File: src/rtl/jam_pkg.sv
// Shared constants, types and state encoding for the job-assignment cost table.
package jam_pkg;

    localparam int N     = 8;
    localparam int CW    = 7;
    localparam int AW    = 3;
    localparam int IW    = 2 * AW;
    localparam int DEPTH = N * N;

    typedef logic [CW-1:0] cost_t;
    typedef logic [AW-1:0] idx_t;
    typedef logic [IW-1:0] addr_t;

    typedef enum logic [1:0] {
        ST_IDLE = 2'd0,
        ST_LOAD = 2'd1,
        ST_FULL = 2'd2,
        ST_ERR  = 2'd3
    } state_t;

    localparam cost_t MAX_COST = cost_t'((1 << CW) - 1);
    localparam addr_t LAST_IDX = addr_t'(DEPTH - 1);

    // Row-major linear index, computed at full 2*AW width so it never wraps.
    function automatic addr_t lin_addr(input idx_t w, input idx_t j);
        return addr_t'(w) * addr_t'(N) + addr_t'(j);
    endfunction

endpackage

File: src/rtl/jam_cost_rf.sv
// N*N cost register file: one write port, one registered read port that returns 0
// when the table is invalid or the index pair is out of range.
module jam_cost_rf
    import jam_pkg::*;
(
    input  logic  CLK,
    input  logic  RST_N,
    input  logic  wr_en,
    input  addr_t wr_addr,
    input  cost_t wr_data,
    input  logic  rd_valid,
    input  idx_t  rd_w,
    input  idx_t  rd_j,
    output cost_t rd_data
);

    cost_t mem [DEPTH];
    logic  in_range;

    assign in_range = (int'(rd_w) < N) && (int'(rd_j) < N);

    // Storage is deliberately not reset; a fresh load always rewrites every entry.
    always_ff @(posedge CLK) begin
        if (wr_en) begin
            mem[wr_addr] <= wr_data;
        end
    end

    // Non-blocking read alongside the write gives read-before-write on a collision.
    always_ff @(posedge CLK) begin
        if (!RST_N) begin
            rd_data <= '0;
        end else if (rd_valid && in_range) begin
            rd_data <= mem[lin_addr(rd_w, rd_j)];
        end else begin
            rd_data <= '0;
        end
    end

endmodule

File: src/rtl/jam_cost_table.sv
// Loads a row-major N*N cost matrix from a valid/ready stream, flags framing errors,
// pulses start once the table is complete and serves registered (W, J) lookups.
module jam_cost_table
    import jam_pkg::*;
(
    input  logic  CLK,
    input  logic  RST_N,
    input  logic  clr,
    input  logic  in_valid,
    output logic  in_ready,
    input  cost_t in_cost,
    input  logic  in_last,
    input  idx_t  W,
    input  idx_t  J,
    output cost_t Cost,
    output logic  table_ready,
    output logic  start,
    output logic  load_err
);

    // Handshake: a beat transfers on a rising edge where in_valid && in_ready are both
    // high; in_ready is registered and never depends on in_valid. clr and reset override
    // a transfer in the same cycle, so such a beat is dropped.
    state_t state;
    addr_t  cnt;
    logic   accept;
    logic   wr_en;

    assign accept = in_valid && in_ready;
    assign wr_en  = accept && !clr && RST_N;

    always_ff @(posedge CLK) begin
        if (!RST_N) begin
            state       <= ST_IDLE;
            cnt         <= '0;
            in_ready    <= 1'b0;
            table_ready <= 1'b0;
            start       <= 1'b0;
            load_err    <= 1'b0;
        end else if (clr) begin
            state       <= ST_IDLE;
            cnt         <= '0;
            in_ready    <= 1'b1;
            table_ready <= 1'b0;
            start       <= 1'b0;
            load_err    <= 1'b0;
        end else begin
            start <= 1'b0;
            case (state)
                ST_IDLE, ST_LOAD: begin
                    in_ready <= 1'b1;
                    if (accept) begin
                        cnt <= cnt + addr_t'(1);
                        if (cnt == LAST_IDX) begin
                            in_ready <= 1'b0;
                            if (in_last) begin
                                state       <= ST_FULL;
                                table_ready <= 1'b1;
                                start       <= 1'b1;
                            end else begin
                                state    <= ST_ERR;
                                load_err <= 1'b1;
                            end
                        end else if (in_last) begin
                            state    <= ST_ERR;
                            in_ready <= 1'b0;
                            load_err <= 1'b1;
                        end else begin
                            state <= ST_LOAD;
                        end
                    end
                end
                ST_FULL: begin
                    in_ready    <= 1'b0;
                    table_ready <= 1'b1;
                end
                default: begin
                    in_ready    <= 1'b0;
                    table_ready <= 1'b0;
                    load_err    <= 1'b1;
                end
            endcase
        end
    end

    jam_cost_rf u_rf (
        .CLK      (CLK),
        .RST_N    (RST_N),
        .wr_en    (wr_en),
        .wr_addr  (cnt),
        .wr_data  (in_cost),
        .rd_valid (table_ready),
        .rd_w     (W),
        .rd_j     (J),
        .rd_data  (Cost)
    );

endmodule

File: config.mk
export PLATFORM = sky130hd
export DESIGN_NAME = jam_cost_table
export DESIGN_NICKNAME = d
export VERILOG_FILES = /design/src/rtl/jam_pkg.sv /design/src/rtl/jam_cost_rf.sv /design/src/rtl/jam_cost_table.sv
export SDC_FILE = /design/constraint.sdc
export NUM_CORES = 1
export LEC_CHECK = 0
export ABC_AREA = 1
export CAP_MARGIN = 20
export CORE_MARGIN = 10
export CORE_UTILIZATION = 55
export DETAILED_ROUTE_END_ITERATION = 8
export PLACE_DENSITY = 0.71
export SYNTH_ARGS = -nofsm -noshare
export SYNTH_HDL_FRONTEND = slang
export SYNTH_SLANG_ARGS = --single-unit
File: constraint.sdc
create_clock -name CLK -period 2.44 [get_ports CLK]
set_input_delay 0.366 -clock CLK [delete_from_list [all_inputs] [get_ports CLK]]
set_output_delay 0.366 -clock CLK [all_outputs]
set_load 0.02 [all_outputs]
==> summary.txt <==
Finish
  • Fin nets: 1,765
  • Area of the multi-input gates: 0.004573 mm²
  • Antenna Cells: 0
  • Area growth syn-to-layout: 15.12%
  • Ratio of cells with drive above 1 in the final layout: 10.83%
  • Commonest non-fill, non-tap cell in the layout: nand2_1
  • Sequential cell area: 0.01383 mm²
  • Commonest cells after routing, fill and taps aside: 576 x nand2_1, 448 x edfxtp_1, 385 x nand3_1
  • Fillers: 2,585

Logic synthesis
  • Warnings, synthesis: 0
  • Syn Area/Cell: 11.51 µm²
  • Post-Syn Instances: 1,652
  • Synthesized cell area: 0.01901 mm²
  • Seq/Total Area, Yosys: 72.76%
  • Yosys top cell by area: edfxtp_1
  • FF+latch count, synth: 467
  • Synth cell types: 23
  • Synth area leaders: edfxtp_1 71%, nand2_1 11%, nand3_1 10%
  • Area share of the largest cell type after synthesis: 70.76%
  • Syn Nets: 1,671

Routing
  • DRC Markers: 0
  • Final WL: 46,820 µm
  • Average wire per standard cell: 20.93 µm
  • Via density: 5.728
  • Routed vias: 12,813
  • Initial DRC Count: 1,637
  • First-pass DRT Iterations: 6
  • Antenna Violating Nets Remaining: 0

Power
  • P_sw: 3.517 mW
  • Peak VDD IR: 559.3 µV
  • Pleak: 7.987 nW
  • Int Pwr: 13.20 mW
  • Reg power frac: 52.5%
  • Clk pwr share: 41.7%
  • Comb power frac: 5.8%
  • Pwr dens: 763.9 mW/mm²
  • Switching fraction of total power: 21.03%

Clocking
  • Bufs on Longest Clock Path: 3
  • CTS root buf: clkbuf_16
  • TritonCTS buffer count: 46
  • Hold_buf cts: 0
  • Postcts setup bufs: 0
  • H-tree depth: 2
  • CTS tree: yes
  • Cts repair resizes: 0
  • Sink count of the clock tree: 467
  • Clk_lat worst skew: 0.55 ns
  • Reg clk slew, reported paths: 0.06 ns

Global routing
  • Total gr overflow: 0
  • Initial antenna violation count: 0
  • First-pass GRT wire length: 71,470 µm
  • Tot GR Track Use: 22.21%
  • Vias in the first global route: 12,626
  • Largest net degree at the start of global routing: 99

Placed design
  • Gpl congestion: 0.9296
  • Port bufs: 28
  • Hpwl dp: 27,840 µm
  • Pre-CTS setup slack: 0.2097 ns

Critical path
  • FF-to-FF setup slack: 0.65 ns
  • Worst-path cell with the longest stage delay: clkdlybuf4s50_1
  • CP endpoint kind: primary output
  • Crit path max fanout: 3
  • CP Launch Type: flop
  • Reg-to-reg startpoint: cnt[3]$_SDFFE_PP0P_
  • CP cell instances: clkdlybuf4s50_1
  • RR Endpoint: u_rf.mem[55][2]$_DFFE_PP_
  • R2R cell count: 4
  • Arrival time at the worst endpoint: 1.53 ns
  • Crit path max-delay family: buffers and inverters
  • Worst setup path class: flop to primary output
  • Crit-path max cell delay: 0.62 ns
  • CP Buf/Inv Count: 1
  • Worst path required time: 2.07 ns

Flow run
  • Maxcap violations: 0

Die
  • Cell Rows: 68
  • Die Height: 205.9 µm
  • DIE AREA: 0.04241 mm²
  • Die width: 205.9 µm
  • # IOs: 29
  • Initial Util: 55.45%
  • CORE AREA: 0.03429 mm²

Timing
  • Fin worst setup slack: 0.5457 ns
  • Final setup violation count: 0
  • Clock skew: 0.02142 ns
  • Fin. Hold Viols: 0
  • Worst slew pin tran: 0.6380 ns
  • Fin crit share: 77.64%
  • Minimum clock period: 1.894 ns
  • Unrepaired setup endpoints after global routing: no
  • Max-slew headroom: 57.34%
  • Final Max Slew Viols: 0
  • Setup_tns: 0 ns
  • Max Clk Rate: 527.9 MHz

Hold path
  • Hold Path Stages: 1
  • Worst min path class: primary input to flop
  • Worst Hold Path EP: u_rf.mem[35][0]$_DFFE_PP_
  • Worst Min Path Start: in_cost[0]

Outcome
  • Status: completed
## state kept, by name, summed over array words and instances, names as in the netlist
| register | count |
|---|---|
| cnt | 6 |
| start | 1 |
| state | 2 |
| table_ready | 1 |
| u_rf.mem | 448 |
| u_rf.rd_data | 7 |
| load_err | 1 |
| in_ready | 1 |
## synthesized netlist by cell type
library cell	instances
nand2_1	576
nand4_1	6
nand3_1	385
buf_2	37
nor2_4	1
nor2_2	1
buf_1	7
inv_1	17
ha_1	1
clkbuf_1	21
buf_6	5
edfxtp_1	448
nor3_1	2
clkinv_4	1
buf_4	23
nor4_1	1
o211a_1	1
nor2_1	76
inv_2	2
dfxtp_1	19
a21oi_1	14
clkbuf_4	1
o21ai_0	7
## how the worst max path moves through the flow
| stage | startpoint | endpoint | cells after the start |
|---|---|---|---|
| 3_3_place_gp | RST_N | u_rf.mem[23][2]$_DFFE_PP_ | 9 |
| 6_report | table_ready$_SDFFE_PP0P_ | table_ready | 1 |
| 5_1_grt | table_ready$_SDFFE_PP0P_ | table_ready | 1 |
| 4_1_cts | table_ready$_SDFFE_PP0P_ | table_ready | 1 |
| 3_5_place_dp | RST_N | u_rf.mem[11][0]$_DFFE_PP_ | 9 |
| 2_1_floorplan | RST_N | u_rf.mem[0][0]$_DFFE_PP_ | 6 |
## power by group through the flow
stage	Clock, mW	Sequential, mW	Combinational (mW)
finish	6.97	8.79	0.968
global route	7.38	8.78	1.05
CTS	7.04	8.79	0.960
detailed placement	0	8.95	0.953
global placement	0	8.95	0.939
floorplan	0	8.96	0.536
## through the flow
step           power, mW  area, µm²  utilization, %  hold WS (ns)  instances
2_1_floorplan      9.496      19010               -        0.4454       1652
3_3_place_gp       9.894      20390           59.46        0.4573       2153
3_5_place_dp       9.908      20390           59.46        0.4618       2153
4_1_cts            16.79      21890           63.83       0.05250       2237
5_1_grt            17.21      21890           63.83       0.05248       2237
6_report           16.72      21890           63.83       0.06188       2237
## cells by family after synthesis
logic type | after synthesis | share of synthesized area (%)
flip-flops | 467 | 72.76
adder cells (fa/ha/maj) | 1 | 0.06580
AND/OR/NAND/NOR | 1048 | 23.38
buffers and inverters | 114 | 3.192
AO/OA/AOI/OAI | 22 | 0.6054
## per-layer routing
metal	GRT usage [%]	vias up	share of wire [%]
met4	8.418	0	3.3
met3	3.072	105	8.2
met5	0	-	0
met2	36.21	635	47
li1	-	5967	-
met1	29.89	6106	41
## layout make-up
type                       count  area share (%)
sequential                   467           63.20
multi-input combinational   1071           20.89
timing repair buffer         140           6.077
clock buffer                  60           5.734
tap                          455           2.601
clock inverter                24           1.120
inverter                      20          0.3716
Note: power is estimated with default switching activity, not from simulation.
